`config.mk`:
```
export PLATFORM = sky130hd
export DESIGN_NAME = lt2208_frame_capture_flat
export DESIGN_NICKNAME = d
export VERILOG_FILES = /design/src/rtl/lt2208_frame_capture_if.sv /design/src/rtl/lt2208_frame_capture.sv /design/src/flat_wrapper.sv
export SDC_FILE = /design/constraint.sdc
export NUM_CORES = 1
export LEC_CHECK = 0
export ABC_AREA = 1
export BUFFER_PORTS_ARGS = -buffer_cell sky130_fd_sc_hd__buf_2
export CORE_MARGIN = 1.5
export CORE_UTILIZATION = 50
export CTS_CLUSTER_SIZE = 16
export DETAILED_ROUTE_END_ITERATION = 7
export PLACE_DENSITY = 0.69
export SKIP_LAST_GASP = 1
export SYNTH_ARGS = -nofsm -noshare
export SYNTH_HDL_FRONTEND = slang
export SYNTH_SLANG_ARGS = --single-unit
```
`constraint.sdc`:
```
create_clock -name clock -period 4.2 [get_ports clock]
set_input_delay 0.21 -clock clock [delete_from_list [all_inputs] [get_ports clock]]
set_output_delay 0.21 -clock clock [all_outputs]
set_load 0.01 [all_outputs]
```
`src/rtl/lt2208_frame_capture_if.sv`:
```
// Signal bundle between the LT2208 capture block and its surroundings:
// ADC bus in, RAM write port and frame handshake out.
interface lt2208_frame_capture_if #(
    parameter int ADDR_W = 12,
    parameter int DATA_W = 16
);
    logic [DATA_W-1:0] ADC;
    logic              OVF;
    logic              derand_en;
    logic              arm;
    logic              release_pulse;
    logic [DATA_W-1:0] ram_data;
    logic [ADDR_W-1:0] ram_wraddress;
    logic              ram_wren;
    logic              frame_ready;
    logic              busy;
    logic [DATA_W-2:0] peak_mag;
    logic              ovf_seen;

    modport master (
        output ADC, OVF, derand_en, arm, release_pulse,
        input  ram_data, ram_wraddress, ram_wren, frame_ready, busy, peak_mag, ovf_seen
    );

    modport slave (
        input  ADC, OVF, derand_en, arm, release_pulse,
        output ram_data, ram_wraddress, ram_wren, frame_ready, busy, peak_mag, ovf_seen
    );
endinterface

```
`src/rtl/lt2208_frame_capture.sv`:
```
// Captures one frame of de-randomized LT2208 samples into the dual-port RAM
// write port, with per-frame peak magnitude and overflow reporting.
module lt2208_frame_capture #(
    parameter int ADDR_W = 12,
    parameter int DATA_W = 16,
    parameter int SETTLE = 16
) (
    input logic clock,
    input logic reset,
    lt2208_frame_capture_if.slave bus
);
    typedef enum logic [1:0] {ST_IDLE, ST_SETTLE, ST_CAPTURE, ST_READY} state_t;

    localparam logic [7:0]        SETTLE_LAST = 8'(SETTLE - 1);
    localparam logic [ADDR_W-1:0] LAST_SAMPLE = {ADDR_W{1'b1}};

    state_t              state_reg, state_next;
    logic [7:0]          settle_cnt_reg, settle_cnt_next;
    logic [ADDR_W-1:0]   sample_cnt_reg, sample_cnt_next;
    logic                clear_stats;
    logic                frame_ready_reg, frame_ready_next;

    logic [DATA_W-1:0]   s1_data_reg;
    logic                s1_ovf_reg;
    logic                s1_vld_reg;
    logic [DATA_W-1:0]   derand_word;
    logic [DATA_W-1:0]   neg_word;
    logic [DATA_W-2:0]   sample_mag;

    logic [DATA_W-1:0]   ram_data_reg;
    logic                ram_wren_reg;
    logic [ADDR_W-1:0]   ram_wraddress_reg;
    logic [DATA_W-2:0]   peak_mag_reg;
    logic                ovf_seen_reg;

    // Randomizer: every bit above bit 0 is XORed with bit 0.
    assign derand_word[0] = s1_data_reg[0];
    genvar gi;
    generate
        for (gi = 1; gi < DATA_W; gi++) begin : g_derand
            assign derand_word[gi] = s1_data_reg[gi] ^ (bus.derand_en & s1_data_reg[0]);
        end
    endgenerate

    // Magnitude is computed on the word entering stage 2 so the peak settles
    // together with the last RAM write.
    assign neg_word = ~derand_word + {{(DATA_W-1){1'b0}}, 1'b1};
    always_comb begin
        sample_mag = derand_word[DATA_W-2:0];
        if (derand_word[DATA_W-1]) begin
            if (derand_word[DATA_W-2:0] == '0)
                sample_mag = {(DATA_W-1){1'b1}};
            else
                sample_mag = neg_word[DATA_W-2:0];
        end
    end

    always_comb begin
        state_next       = state_reg;
        settle_cnt_next  = settle_cnt_reg;
        sample_cnt_next  = sample_cnt_reg;
        clear_stats      = 1'b0;
        unique case (state_reg)
            ST_IDLE: begin
                settle_cnt_next = '0;
                sample_cnt_next = '0;
                if (bus.arm) begin
                    clear_stats = 1'b1;
                    state_next  = (SETTLE == 0) ? ST_CAPTURE : ST_SETTLE;
                end
            end
            ST_SETTLE: begin
                if (settle_cnt_reg == SETTLE_LAST)
                    state_next = ST_CAPTURE;
                else
                    settle_cnt_next = settle_cnt_reg + 8'd1;
            end
            ST_CAPTURE: begin
                sample_cnt_next = sample_cnt_reg + ADDR_W'(1);
                if (sample_cnt_reg == LAST_SAMPLE)
                    state_next = ST_READY;
            end
            ST_READY: begin
                if (bus.release_pulse)
                    state_next = ST_IDLE;
            end
            default: state_next = ST_IDLE;
        endcase
        // Ready only once the valid flag has left stage 1, i.e. the last write is on the bus.
        frame_ready_next = (state_reg == ST_READY) && !bus.release_pulse && !s1_vld_reg;
    end

    always_ff @(posedge clock or posedge reset) begin
        if (reset) begin
            state_reg         <= ST_IDLE;
            settle_cnt_reg    <= '0;
            sample_cnt_reg    <= '0;
            frame_ready_reg   <= 1'b0;
            s1_data_reg       <= '0;
            s1_ovf_reg        <= 1'b0;
            s1_vld_reg        <= 1'b0;
            ram_data_reg      <= '0;
            ram_wren_reg      <= 1'b0;
            ram_wraddress_reg <= '0;
            peak_mag_reg      <= '0;
            ovf_seen_reg      <= 1'b0;
        end else begin
            state_reg       <= state_next;
            settle_cnt_reg  <= settle_cnt_next;
            sample_cnt_reg  <= sample_cnt_next;
            frame_ready_reg <= frame_ready_next;

            s1_data_reg  <= bus.ADC;
            s1_ovf_reg   <= bus.OVF;
            s1_vld_reg   <= (state_reg == ST_CAPTURE);
            ram_data_reg <= derand_word;
            ram_wren_reg <= s1_vld_reg;

            if (clear_stats)
                ram_wraddress_reg <= '0;
            else if (ram_wren_reg)
                ram_wraddress_reg <= ram_wraddress_reg + ADDR_W'(1);

            if (clear_stats) begin
                peak_mag_reg <= '0;
                ovf_seen_reg <= 1'b0;
            end else if (s1_vld_reg) begin
                if (sample_mag > peak_mag_reg)
                    peak_mag_reg <= sample_mag;
                ovf_seen_reg <= ovf_seen_reg | s1_ovf_reg;
            end
        end
    end

    assign bus.ram_data      = ram_data_reg;
    assign bus.ram_wren      = ram_wren_reg;
    assign bus.ram_wraddress = ram_wraddress_reg;
    assign bus.frame_ready   = frame_ready_reg;
    assign bus.busy          = (state_reg == ST_SETTLE) || (state_reg == ST_CAPTURE);
    assign bus.peak_mag      = peak_mag_reg;
    assign bus.ovf_seen      = ovf_seen_reg;
endmodule

```
`src/flat_wrapper.sv`:
```
// flat-port wrapper written by rule: the top's interface ports become plain ports
module lt2208_frame_capture_flat 
#(
    parameter int ADDR_W = 12,
    parameter int DATA_W = 16,
    parameter int SETTLE = 16
)
  (clock, reset, bus_ADC, bus_OVF, bus_derand_en, bus_arm, bus_release_pulse, bus_ram_data, bus_ram_wraddress, bus_ram_wren, bus_frame_ready, bus_busy, bus_peak_mag, bus_ovf_seen);
  lt2208_frame_capture_if #(.ADDR_W(ADDR_W), .DATA_W(DATA_W)) bus_i ();
  input logic clock;
  input logic reset;
  input wire logic [$bits(bus_i.ADC)-1:0] bus_ADC;
  input wire logic [$bits(bus_i.OVF)-1:0] bus_OVF;
  input wire logic [$bits(bus_i.derand_en)-1:0] bus_derand_en;
  input wire logic [$bits(bus_i.arm)-1:0] bus_arm;
  input wire logic [$bits(bus_i.release_pulse)-1:0] bus_release_pulse;
  output wire logic [$bits(bus_i.ram_data)-1:0] bus_ram_data;
  output wire logic [$bits(bus_i.ram_wraddress)-1:0] bus_ram_wraddress;
  output wire logic [$bits(bus_i.ram_wren)-1:0] bus_ram_wren;
  output wire logic [$bits(bus_i.frame_ready)-1:0] bus_frame_ready;
  output wire logic [$bits(bus_i.busy)-1:0] bus_busy;
  output wire logic [$bits(bus_i.peak_mag)-1:0] bus_peak_mag;
  output wire logic [$bits(bus_i.ovf_seen)-1:0] bus_ovf_seen;
  assign bus_i.ADC = bus_ADC;
  assign bus_i.OVF = bus_OVF;
  assign bus_i.derand_en = bus_derand_en;
  assign bus_i.arm = bus_arm;
  assign bus_i.release_pulse = bus_release_pulse;
  assign bus_ram_data = bus_i.ram_data;
  assign bus_ram_wraddress = bus_i.ram_wraddress;
  assign bus_ram_wren = bus_i.ram_wren;
  assign bus_frame_ready = bus_i.frame_ready;
  assign bus_busy = bus_i.busy;
  assign bus_peak_mag = bus_i.peak_mag;
  assign bus_ovf_seen = bus_i.ovf_seen;
  lt2208_frame_capture #(.ADDR_W(ADDR_W), .DATA_W(DATA_W), .SETTLE(SETTLE)) u_core (.clock(clock), .reset(reset), .bus(bus_i));
endmodule
```
# ---- After elaboration in Yosys (flattened, before gate mapping)
# Index checks and enable logic that the tools add are counted.
# W data, S select, Z words.
dict set report word_totals {
  ff_bits 86
  in_bits 22
  out_inout_bits 47
  elab_cells 79
}
dict set report classes {
  add_sub_neg 4
  order_cmp 1
  n_eq_ne 10
  mux 19
  bitwise 18
  n_reduce_logical 15
}
# operator count
set op_table {}
lappend op_table {{$mux W15} 5}
lappend op_table {{$add A12 B1 Y12 const B} 2}
lappend op_table {{$mux W12} 2}
lappend op_table {{$pmux W12 S2} 1}
lappend op_table {{$pmux W8 S2} 1}
lappend op_table {{$add A15 B1 Y15 const B} 1}
lappend op_table {{$gt A15 B15 Y1} 1}
lappend op_table {{$logic_not A15 Y1} 1}
lappend op_table {{$not A15 Y15} 1}
lappend op_table {{$xor A1 B1 Y1} 15}
lappend op_table {{$eq A12 B12 Y1 const B} 1}
lappend op_table {{$reduce_bool A2 Y1} 5}
lappend op_table {{$add A8 B1 Y8 const B} 1}
lappend op_table {{$eq A8 B4 Y1 const B} 1}
lappend op_table {{$mux W2} 4}
lappend op_table {{$mux W8} 1}
lappend op_table {{$pmux W2 S4} 1}
lappend op_table {{$ne A2 B2 Y1 const B} 3}
lappend op_table {{$eq A2 B2 Y1 const B} 2}
lappend op_table {{$mux W1} 4}
lappend op_table {{$ne A2 B1 Y1 const B} 2}
lappend op_table {{$reduce_and A2 Y1} 2}
lappend op_table {{$reduce_and A4 Y1} 1}
lappend op_table {{$eq A2 B1 Y1 const B} 1}
lappend op_table {{other kinds (6)} 8}

# ---- Longest topological paths before layout
# Gate-level depths: netlist of the first run.
dict set report depth {
  word_depth 10
  ltp_mapped 24
  depth_no_buf 21
}

# ---- Worst setup path after synthesis of the first run
# OpenSTA, ideal clock, no wires.
dict set report synth_path {
  path_kind {register -> register}
  start {reg u_core.s1_data_reg[0]}
  end {reg u_core.peak_mag_reg[8] (netlist: u_core.bus.peak_mag[8])}
  setup_time_ns 0.066
  arrival_time_ns 2.701
  required_time_ns 4.134
  setup_slack_ns 1.433
  path_stages_with_launch 22
  n_path_buf 4
  period_less_slack_ns 2.767
  cell_sequence {dfrtp_1 > buf_6 > nand2_8 > buf_6 > nand2_1 > nand2_2 > nand3_2 > nor2_4 > nand3_4 > buf_6 > nand3_2 > ha_1 > nand2_1 > nor2_1 > nand4_1 > nor2_1 > a21boi_0 > nand2_1 > nor2_1 > buf_4 > nand2_1 > nand2_1}
}
dict set report synth_via {
  elab_chain_len 9
  word_cells_on_any_way 27
  classes_between {1 x add/sub; 1 x order compare; 5 x mux; 17 x bitwise; 3 x reduce/logical}
}
# element line_no
set synth_rtl {}
lappend synth_rtl {{start, declared} lt2208_frame_capture.sv:23} ;# logic [DATA_W-1:0] s1_data_reg;
lappend synth_rtl {{start signal, assigned} lt2208_frame_capture.sv:113} ;# s1_data_reg <= bus.ADC;
lappend synth_rtl {{$and A1 B1 Y1} lt2208_frame_capture.sv:41} ;# assign derand_word[gi] = s1_data_reg[gi] ^ (bus.derand_en & s1_data_reg[0]);
lappend synth_rtl {{$xor A1 B1 Y1} lt2208_frame_capture.sv:41}
lappend synth_rtl {{$not A15 Y15} lt2208_frame_capture.sv:47} ;# assign neg_word = ~derand_word + {{(DATA_W-1){1'b0}}, 1'b1};
lappend synth_rtl {{$add A15 B1 Y15} lt2208_frame_capture.sv:47}
lappend synth_rtl {{$mux W15} lt2208_frame_capture.sv:51} ;# if (derand_word[DATA_W-2:0] == '0)
lappend synth_rtl {{$mux W15 *} lt2208_frame_capture.sv:50} ;# if (derand_word[DATA_W-1]) begin
lappend synth_rtl {{$gt A15 B15 Y1 or $mux W15 (tied branches)} lt2208_frame_capture.sv:128} ;# if (sample_mag > peak_mag_reg)
lappend synth_rtl {{$reduce_bool A2 Y1 (no line) or $mux W15 (tied branches)} --}
lappend synth_rtl {{$reduce_and A2 Y1 (no line) or $mux W15 (tied branches)} --}
lappend synth_rtl {{end signal, assigned} lt2208_frame_capture.sv:129} ;# peak_mag_reg <= sample_mag;
lappend synth_rtl {{end, declared} lt2208_frame_capture.sv:33} ;# logic [DATA_W-2:0] peak_mag_reg;
# Every way passes the cells marked *; elsewhere a longest branch is shown, timed or not. The select of a mux whose other input is x is not followed.
# A chain may end at the register's enable or synchronous reset.

# ---- Worst setup path after layout of the first run
dict set report layout_path {
  start {reg u_core.s1_data_reg[0]}
  end {reg u_core.peak_mag_reg[5] (netlist: u_core.bus.peak_mag[5])}
}
dict set report layout_via {
  elab_chain_len 9
  word_cells_on_any_way 27
  classes_between {1 x add/sub; 1 x order compare; 5 x mux; 17 x bitwise; 3 x reduce/logical}
}
# element line_no
set layout_rtl {}
lappend layout_rtl {{$and A1 B1 Y1 *} lt2208_frame_capture.sv:41}
lappend layout_rtl {{$xor A1 B1 Y1 *} lt2208_frame_capture.sv:41}
lappend layout_rtl {{net u_core.derand_word[13]} lt2208_frame_capture.sv:26} ;# logic [DATA_W-1:0] derand_word;
lappend layout_rtl {{$not A15 Y15} lt2208_frame_capture.sv:47}
lappend layout_rtl {{$add A15 B1 Y15} lt2208_frame_capture.sv:47}
lappend layout_rtl {{$mux W15} lt2208_frame_capture.sv:51}
lappend layout_rtl {{$mux W15 *} lt2208_frame_capture.sv:50}
lappend layout_rtl {{$gt A15 B15 Y1} lt2208_frame_capture.sv:128}
lappend layout_rtl {{$reduce_bool A2 Y1 (no line)} --}
lappend layout_rtl {{$reduce_and A2 Y1 (no line)} --}
# Mark *: on every way through the listed nets, which the timed path passes. The rest lies on a longest branch. The select of a mux whose other input is x is not followed.

==> impl_metrics.csv, run 1 <==
group,metric,value,unit
setup_path,crit_path_max_fanout,19,
cells_and_area,final_layout_fill_cell_count,776,
power,power_density,469,nW/um2
route,top_signal_layer_used,"met4",
clock_tree,max-clock-path-buffers,2,
logic_synthesis,dominant_synthesized_flop_cell,"dfrtp_1",
route,avgViaCountPerCell,5.03,
power,vdd_drop_max,0.235,mV
setup_path,crit_path_top_delay_cell,"dfrtp_1",
grt,overflow,0,
cells_and_area,post_route_utilization,61.0,%
setup_path,worst-path-buf-inv,2,
route,routed_wirelength,9.47,mm
route,dr_wl_met3,474,um
cells_and_area,nNetsFinal,681,
floorplanning,die_area,9690,um2
route,wl_met2,4.41,mm
timing,finalSetupTns,0,ps
floorplanning,die_w,98.4,um
clock_tree,cts_setup_buffers,0,
clock_tree,cts_buffers,9,
placement,port-buffer-count,68,
logic_synthesis,yosysTopAreaCell,"dfrtp_1",
clock_tree,htree_num_levels,3,
logic_synthesis,post_synthesis_mean_instance_area,8.30,um2
floorplanning,dieHeight,98.4,um
setup_path,cp_slowest_stage_delay,630,ps
clock_tree,insertion_delay,350,ps
job,drv.max_cap_violation_count,0,
route,detailedRoute.firstIterationViolations,151,
setup_path,critPathMostFrequentCell,"nand2_1",
timing,hold_violations,0,
grt,first_global_vias,3754,
setup_path,timing.critical_path.from_type,"flip-flop",
route,wl_met1,4.44,mm
timing,timing.hold.ws,161,ps
clock_tree,cts_tree,"done",
route,post-route-drc-count,0,
floorplanning,core-area,8760,um2
timing,fmaxAchievable,278,MHz
grt,global_route.usage.total,21.9,%
logic_synthesis,synth-async-reset-ratio,100,%
logic_synthesis,netlist_instances,549,
route,ant_nets,0,
clock_tree,cts_num_sinks,86,
grt,grt_pass1_wl,17.1,mm
route,via_count,3767,
logic_synthesis,yosys.area.top_type_share,47.3,%
floorplanning,initial_core_util,52.0,%
setup_path,crit_path_cell_trace,"nand2_8 > xnor2_1 > inv_1 > nand2_1 > nor2_2 > nand3_4 > nand3_1 > ha_1 > a21oi_1 > o21ai_0 > a21oi_1 > nand2_1 > nand2_1 > nor2_1 > buf_4 > nand2_1 > nand2_1",
cells_and_area,antenna_cells,0,
setup_path,cp_class,"flip-flop to flip-flop",
hold_path,holdCritPathClass,"input port to flip-flop",
timing,setup-violations-final,0,
timing,rsz_0062_raised_after_global_routing,"no",
placement,gp_congestion,0.880,
logic_synthesis,postSynthRegisterBits,86,
setup_path,arrival,3840,ps
timing,slew_viol_final,0,
logic_synthesis,synth-edff-count,0,
cells_and_area,layout-drive-gt1-share,18.7,%
floorplanning,top_level_ports,69,
route,drt_pre_antenna_iters,5,
logic_synthesis,synth.cell_area,4550,um2
cells_and_area,synthToLayoutAreaGrowth,17.3,%
setup_path,cpLargestDelayFamily,"simple AND/OR/NAND/NOR gates",
setup_path,critical_path_depth,17,
timing,period_minus_slack,3600,ps
setup_path,timing.critical_path.to_type,"flip-flop",
logic_synthesis,synth.yosys.warnings,0,
timing,share_of_the_cycle_needed_by_the_critical_path_after_routing,85.8,%
clock_tree,clk_transition_reported_paths,80,ps
clock_tree,post_cts_resized,0,
logic_synthesis,synth.net_count,593,
clock_tree,clockRootBuffer,"clkbuf_8",
logic_synthesis,synth.top_cells.by_count,"135 x nand2_1, 86 x dfrtp_1, 80 x inv_1, 54 x nand3_1, 39 x nor2_1",
logic_synthesis,synthMostInstantiatedCell,"nand2_1",
placement,hpwl,6.92,mm
floorplanning,rows,34,
placement,placement.setup.worst_slack,628,ps
outcome,result_of_the_run,"finished clean",
logic_synthesis,synth.lib_cells_used.distinct,40,
logic_synthesis,sequential_share_of_the_synthesized_area,47.3,%
timing,worst_path_setup_slack_after_routing,597,ps
grt,grt_start_max_net_pins,49,
setup_path,critical_path_required,4430,ps
route,drt-wirelength-per-cell,12.6,um
grt,antenna_found_initial,0,
setup_path,ff2ff_path_depth,17,
hold_path,hold_path_depth,4,
timing,tightestPinTransition,911,ps
power,power.static_leakage,2.93,nW
logic_synthesis,netlist_top_cells_area,"dfrtp_1 47%, nand2_1 11%, inv_1 6.6%",
timing,clock-skew-final,7.62,ps
timing,timing.slew.headroom,39.1,%
[cells by family after synthesis]
kind of cell             after synthesis  synth area share [%]
AO/OA/AOI/OAI                         61                  7.61
XOR/XNOR                              10                  2.25
adder cells (fa/ha/maj)               22                  6.04
buffers and inverters                 95                  8.71
flip-flops                            86                  47.3
AND/OR/NAND/NOR                      275                  28.1
[metal layers]
| layer | up-vias | GRT usage [%] |
|---|---|---|
| met4 | 0 | 6.93 |
| met2 | 97 | 34.0 |
| met5 | - | 0 |
| met1 | 1722 | 29.4 |
| met3 | 13 | 6.88 |
| li1 | 1935 | - |
[through the flow]
stage | power [mW] | area (um2) | cells
after floorplan | 1.67 | 4550 | 549
after global placement | 1.91 | 4970 | 716
after detailed placement | 1.94 | 4970 | 716
after CTS | 2.54 | 5340 | 749
after global routing | 2.72 | 5340 | 749
final | 2.50 | 5340 | 749
[worst paths after layout]
check                      slack, ps                            start                                  to
max                              600  u_core.s1_data_reg[0]$_DFF_PP0_  u_core.bus.peak_mag[5]$_DFFE_PP0P_
min in group asynchronous        470                            reset    u_core.s1_data_reg[11]$_DFF_PP0_
max reg2reg                      600  u_core.s1_data_reg[0]$_DFF_PP0_  u_core.bus.peak_mag[5]$_DFFE_PP0P_
min                              160                bus_release_pulse    u_core.bus.frame_ready$_DFF_PP0_
max in group asynchronous       2710                            reset     u_core.bus.ovf_seen$_DFFE_PP0P_
min reg2reg                      460      u_core.s1_vld_reg$_DFF_PP0_       u_core.bus.ram_wren$_DFF_PP0_
[report_power, final]
part	internal (mW)	switching [mW]
Combinational	0.316	0.544
Clock	0.289	0.280
Sequential	0.961	0.114
[cell usage in the layout (no fill, tap or decap), drive strengths merged]
master	n
nor2	43
or2	3
o22ai	2
a31o	2
a21boi	1
dfrtp	86
a22o	1
nand3b	1
and3	1
nand4	6
nor3	8
o21a	1
o2111ai	1
inv	82
bufinv	1
clkbuf	12
a22oi	4
a21oi	23
clkinv	1
xor2	8
nand3	65
nand2	147
buf	71
clkinvlp	2
dlygate4sd3	18
o21ai	23
ha	22
a31oi	2
nor4	1
a21o	1
xnor2	2
[timing repair]
item,in CTS,in global routing
endpoints found under the hold margin,55,0
hold buffers,18,0
setup endpoints to repair,0,0
[cell type report]
class	instances	area [um2]	area share, %
flip-flops and latches	86	2150	40.3
multi-input cells	368	2010	37.5
repair buffers	89	543	10.2
inverters	83	315	5.90
clock buffers	12	145	2.72
well taps	108	135	2.53
clock inverters	3	45.0	0.843
[worst min-delay path: stages]
cell and delay [ps]:
buf_2 90, inv_1 30, nand2_1 90, nor2_1 50
No activity file was read; power rests on OpenSTA's default activity.
==> run 2, diff against run 1 <==
--- a/config.mk
+++ b/config.mk
@@ -11,6 +11,7 @@
 export CORE_UTILIZATION = 50
 export CTS_CLUSTER_SIZE = 16
 export DETAILED_ROUTE_END_ITERATION = 7
+export GPL_TIMING_DRIVEN = 0
 export PLACE_DENSITY = 0.69
 export SKIP_LAST_GASP = 1
 export SYNTH_ARGS = -nofsm -noshare
==> constraint.sdc (replaced) <==
create_clock -name clock -period 4.2 [get_ports clock]
set_input_delay 0.84 -clock clock [delete_from_list [all_inputs] [get_ports clock]]
set_output_delay 0.84 -clock clock [all_outputs]
set_load 0.01 [all_outputs]
==> impl_metrics.csv, run 2 (synthesis results as in run 1) <==
group,metric,value,unit
outcome,result_of_the_run,"finished clean",
grt,overflow,0,
timing,setup-violations-final,0,
timing,tightestPinTransition,541,ps
floorplanning,dieHeight,98.4,um
floorplanning,top_level_ports,69,
job,drv.max_cap_violation_count,0,
clock_tree,cts_tree,"done",
route,drt-wirelength-per-cell,12.6,um
cells_and_area,ff_latch_area,2150,um2
clock_tree,cts_setup_buffers,0,
timing,rsz_0062_raised_after_global_routing,"no",
cells_and_area,mostFrequentLayoutCell,"nand2_1",
route,routed_wirelength,9.35,mm
timing,hold_violations,0,
cells_and_area,final_layout_fill_cell_count,801,
clock_tree,clk_transition_reported_paths,80,ps
cells_and_area,synthToLayoutAreaGrowth,14.9,%
placement,gp_congestion,0.899,
grt,grt_pass1_wl,16.3,mm
clock_tree,cts_buffers,9,
setup_path,critPathMostFrequentCell,"nand2_1",
clock_tree,htree_num_levels,3,
timing,timing.hold.ws,413,ps
grt,grt_start_max_net_pins,58,
setup_path,critical_path_required,4490,ps
placement,hpwl,7.06,mm
hold_path,holdCritPathClass,"flip-flop to flip-flop",
clock_tree,insertion_delay,350,ps
grt,global_route.usage.total,20.7,%
route,detailedRoute.firstIterationViolations,169,
floorplanning,core-area,8760,um2
setup_path,cpLargestDelayFamily,"simple AND/OR/NAND/NOR gates",
setup_path,arrival,3750,ps
power,power.static_leakage,2.89,nW
cells_and_area,antenna_cells,0,
setup_path,worst-path-buf-inv,5,
power,vdd_drop_max,0.265,mV
clock_tree,cts_num_sinks,86,
cells_and_area,nNetsFinal,672,
setup_path,cp_slowest_stage_delay,350,ps
floorplanning,initial_core_util,52.0,%
cells_and_area,layout-drive-gt1-share,19.5,%
power,power_density,475,nW/um2
placement,port-buffer-count,67,
cells_and_area,multiInputGateArea,2010,um2
timing,finalSetupTns,0,ps
grt,antenna_found_initial,0,
setup_path,crit_path_max_fanout,10,
clock_tree,post_cts_resized,0,
setup_path,crit_path_top_delay_cell,"nor2_1",
timing,clock-skew-final,9.87,ps
clock_tree,ctsHoldBuffers,0,
route,via_count,3778,
setup_path,timing.critical_path.from_type,"input port",
clock_tree,clockRootBuffer,"clkbuf_8",
setup_path,crit_path_cell_trace,"buf_6 > nand2_8 > buf_6 > nand2_1 > nand2_2 > inv_2 > nand2_1 > nand3_1 > nand2_1 > nand3_1 > ha_1 > nand2_1 > inv_1 > nand3_1 > nor3_1 > nand2_1 > nand2_1 > nand2_1 > nor2_1 > buf_4 > nand2_1 > nand2_1",
route,ant_nets,0,
timing,slew_viol_final,0,
timing,share_of_the_cycle_needed_by_the_critical_path_after_routing,82.3,%
grt,first_global_vias,3690,
cells_and_area,mostFrequentLayoutCells,"135 x nand2_1, 86 x dfrtp_1, 79 x inv_1",
timing,fmaxAchievable,289,MHz
timing,timing.slew.headroom,63.8,%
route,drt_pre_antenna_iters,4,
floorplanning,die_area,9690,um2
clock_tree,max-clock-path-buffers,2,
timing,period_minus_slack,3460,ps
floorplanning,die_w,98.4,um
setup_path,timing.critical_path.to_type,"flip-flop",
floorplanning,rows,34,
setup_path,cp_class,"input port to flip-flop",
route,avgViaCountPerCell,5.11,
route,post-route-drc-count,0,
==> run 2: cell count changes in the layout (fill, tap and decap cells not counted), sizes merged <==
| cell | delta |
|---|---|
| inv | +1 |
| buf | +3 |
| dlygate4sd3 | -18 |
| clkbuf | +4 |
==> run 2: metal layers <==
metal  global-route usage, %  up-vias  share of wire (%)
met5                       0        -                  0
met3                    4.96       11                6.0
li1                        -     1916                  -
met4                    5.74        0                1.2
met1                    27.1     1759                 45
met2                    34.8       92                 48
==> run 2: worst paths after layout <==
path                                                       from                                  to  slack [ps]  depth (start not counted)
worst max-delay path                              bus_derand_en  u_core.bus.peak_mag[1]$_DFFE_PP0P_         740                         22
worst min-delay path            u_core.s1_data_reg[0]$_DFF_PP0_    u_core.bus.ram_data[0]$_DFF_PP0_         410                          0
worst max register to register  u_core.s1_data_reg[0]$_DFF_PP0_  u_core.bus.peak_mag[1]$_DFFE_PP0P_         810                         22
worst min register to register  u_core.s1_data_reg[0]$_DFF_PP0_    u_core.bus.ram_data[0]$_DFF_PP0_         410                          0
max in group asynchronous                                 reset  u_core.bus.peak_mag[0]$_DFFE_PP0P_        3130                          3
min in group asynchronous                                 reset    u_core.s1_data_reg[11]$_DFF_PP0_         480                          2
==> run 2: cell type report <==
class	count	share of cell area, %
timing repair buffer	68	6.93
inverter	83	6.05
sequential	86	41.1
clock buffer	10	2.44
tap	108	2.58
multi-input combinational	368	38.3
clock inverter	4	0.956
buffer	12	1.58
==> run 2: where the power goes <==
group	total, mW	leakage [nW]	switching (mW)	internal, mW
Combinational	0.871	1.70	0.558	0.314
Sequential	1.07	1.10	0.108	0.961
Clock	0.545	0.0842	0.277	0.268
==> run 2: per-stage QoR <==
step	setup slack, ps	std cells	power, mW	utilization (%)	instance area (um2)
after floorplan	972	549	1.67	-	4550
after global placement	175	724	1.92	57.3	5020
after detailed placement	402	725	1.96	57.7	5050
after CTS	776	739	2.51	59.7	5230
after global routing	378	739	2.69	59.7	5230
final	742	739	2.49	59.7	5230
==> run 3, diff against run 2 <==
==> constraint.sdc (replaced) <==
create_clock -name clock -period 3.3 [get_ports clock]
set_input_delay 0.66 -clock clock [delete_from_list [all_inputs] [get_ports clock]]
set_output_delay 0.66 -clock clock [all_outputs]
set_load 0.01 [all_outputs]
==> impl_metrics.csv, run 3 (synthesis results as in run 1) <==
group,metric,value,unit
outcome,result_of_the_run,"finished clean",
power,p_comb_share,36.1,%
timing,fmaxAchievable,333,MHz
route,detailedRoute.firstIterationViolations,191,
setup_path,crit_path_cell_trace,"buf_6 > nand2_8 > buf_6 > nand2_1 > nand2_2 > inv_4 > buf_4 > o21ai_0 > nand3_1 > nand2_1 > ha_1 > nand2_1 > inv_1 > nand3_1 > nor3_2 > nand2_1 > nand2_1 > nand2_2 > nor2_4 > buf_6 > nand2_1 > nand2_1",
setup_path,crit_path_top_delay_cell,"dfrtp_1",
floorplanning,rows,34,
timing,period_minus_slack,3010,ps
clock_tree,htree_num_levels,3,
timing,clock-skew-final,10.5,ps
route,drt-wirelength-per-cell,12.7,um
clock_tree,ctsHoldBuffers,0,
floorplanning,die_w,98.4,um
cells_and_area,layout-drive-gt1-share,21.1,%
timing,share_of_the_cycle_needed_by_the_critical_path_after_routing,91.1,%
setup_path,critical_path_required,3580,ps
timing,setup-violations-final,0,
floorplanning,die_area,9690,um2
timing,finalSetupTns,0,ps
timing,tightestPinTransition,545,ps
cells_and_area,antenna_cells,0,
clock_tree,insertion_delay,350,ps
route,post-route-drc-count,0,
clock_tree,clockRootBuffer,"clkbuf_8",
setup_path,cp_class,"flip-flop to flip-flop",
route,drt_pre_antenna_iters,4,
cells_and_area,mostFrequentLayoutCell,"nand2_1",
hold_path,holdCritPathClass,"input port to async pin",
grt,grt_start_max_net_pins,58,
job,drv.max_cap_violation_count,0,
cells_and_area,final_layout_fill_cell_count,794,
grt,grt_pass1_wl,16.4,mm
clock_tree,cts_tree,"done",
setup_path,timing.critical_path.from_type,"flip-flop",
timing,hold_violations,0,
power,pwr-share-seq,42.3,%
floorplanning,initial_core_util,52.0,%
power,clock_power_share,21.6,%
grt,overflow,0,
power,cellInternalPower,2.00,mW
route,avgViaCountPerCell,5.11,
grt,first_global_vias,3696,
cells_and_area,nNetsFinal,676,
grt,global_route.usage.total,20.7,%
power,p_switching,1.22,mW
cells_and_area,synthToLayoutAreaGrowth,16.4,%
clock_tree,cts_num_sinks,86,
setup_path,timing.critical_path.to_type,"flip-flop",
setup_path,critPathMostFrequentCell,"nand2_1",
setup_path,arrival,3290,ps
clock_tree,max-clock-path-buffers,2,
clock_tree,clk_transition_reported_paths,80,ps
floorplanning,top_level_ports,69,
floorplanning,core-area,8760,um2
floorplanning,dieHeight,98.4,um
cells_and_area,mostFrequentLayoutCells,"132 x nand2_1, 86 x dfrtp_1, 79 x inv_1",
route,via_count,3799,
power,power_density,607,nW/um2
timing,slew_viol_final,0,
timing,timing.slew.headroom,63.6,%
placement,dp_area,5050,um2
setup_path,cp_slowest_stage_delay,370,ps
timing,timing.hold.ws,297,ps
power,power.share.switching,37.9,%
cells_and_area,post_route_utilization,60.5,%
power,vdd_drop_max,0.344,mV
timing,rsz_0062_raised_after_global_routing,"no",
route,routed_wirelength,9.41,mm
route,ant_nets,0,
placement,port-buffer-count,67,
placement,gp_congestion,0.899,
placement,hpwl,7.06,mm
grt,antenna_found_initial,0,
setup_path,crit_path_max_fanout,10,
power,power.static_leakage,2.92,nW
clock_tree,cts_buffers,9,
cells_and_area,post-route-cell-area,5300,um2
[run 3: cell count changes in the layout (fill, tap and decap cells not counted), sizes merged]
cell    previous run  this run
buf               74        79
clkbuf            16        15
[run 3: worst max-delay path: cells and delay by family, from the launching register on]
kind                     cells  cell delay (ps)
flip-flops                   1              370
AO/OA/AOI/OAI                1              100
buffers and inverters        6              890
AND/OR/NAND/NOR             14             1280
adder cells (fa/ha/maj)      1              310
[run 3: final cells by class]
class | count | area [um2] | area share [%]
sequential | 86 | 2150 | 40.6
multi-input combinational | 368 | 2030 | 38.4
buffer | 12 | 90.1 | 1.70
clock buffer | 10 | 128 | 2.41
inverter | 83 | 319 | 6.02
clock inverter | 4 | 50.0 | 0.944
timing repair buffer | 72 | 393 | 7.41
tap | 108 | 135 | 2.55
[run 3: path summary, 6_finish.rpt]
check | start | end | slack, ps | depth (start not counted)
min in group clock | bus_ADC[0] | u_core.s1_data_reg[0]$_DFF_PP0_ | 410 | 1
max in group asynchronous | reset | u_core.bus.peak_mag[0]$_DFFE_PP0P_ | 2410 | 3
worst max register to register | u_core.s1_data_reg[0]$_DFF_PP0_ | u_core.bus.peak_mag[6]$_DFFE_PP0P_ | 290 | 22
worst min register to register | u_core.s1_data_reg[0]$_DFF_PP0_ | u_core.bus.ram_data[0]$_DFF_PP0_ | 410 | 0
worst max-delay path | u_core.s1_data_reg[0]$_DFF_PP0_ | u_core.bus.peak_mag[6]$_DFFE_PP0P_ | 290 | 22
worst min-delay path | reset | u_core.s1_data_reg[11]$_DFF_PP0_ | 300 | 2
[run 3: what timing repair did]
action,4_1_cts,5_1_grt
resized for setup,2,12
setup endpoints to repair,10,15
pin swaps,0,2
buffers inserted,0,4
[run 3: layer usage]
metal  track usage, %  up-vias  part of all wire [%]
met5                0        -                     0
met4             5.74        0                   1.3
met3             4.96       13                   5.9
met2             34.8       92                    48
met1             27.1     1767                    45
li1                 -     1927                     -
[run 3: stage by stage]
step           setup WS [ps]  power (mW)  instances
2_1_floorplan            252        2.13        549
3_3_place_gp            -545        2.44        724
3_5_place_dp            -318        2.49        725
4_1_cts                 39.9        3.20        739
5_1_grt                 3.29        3.48        743
6_report                 293        3.22        743
[run 3: power by group through the flow]
stage          registers [mW]  clock network [mW]  logic, mW
2_1_floorplan            1.40                   0      0.727
3_3_place_gp             1.37                   0       1.07
3_5_place_dp             1.38                   0       1.11
4_1_cts                  1.36               0.718       1.12
5_1_grt                  1.39               0.766       1.33
6_report                 1.36               0.696       1.16
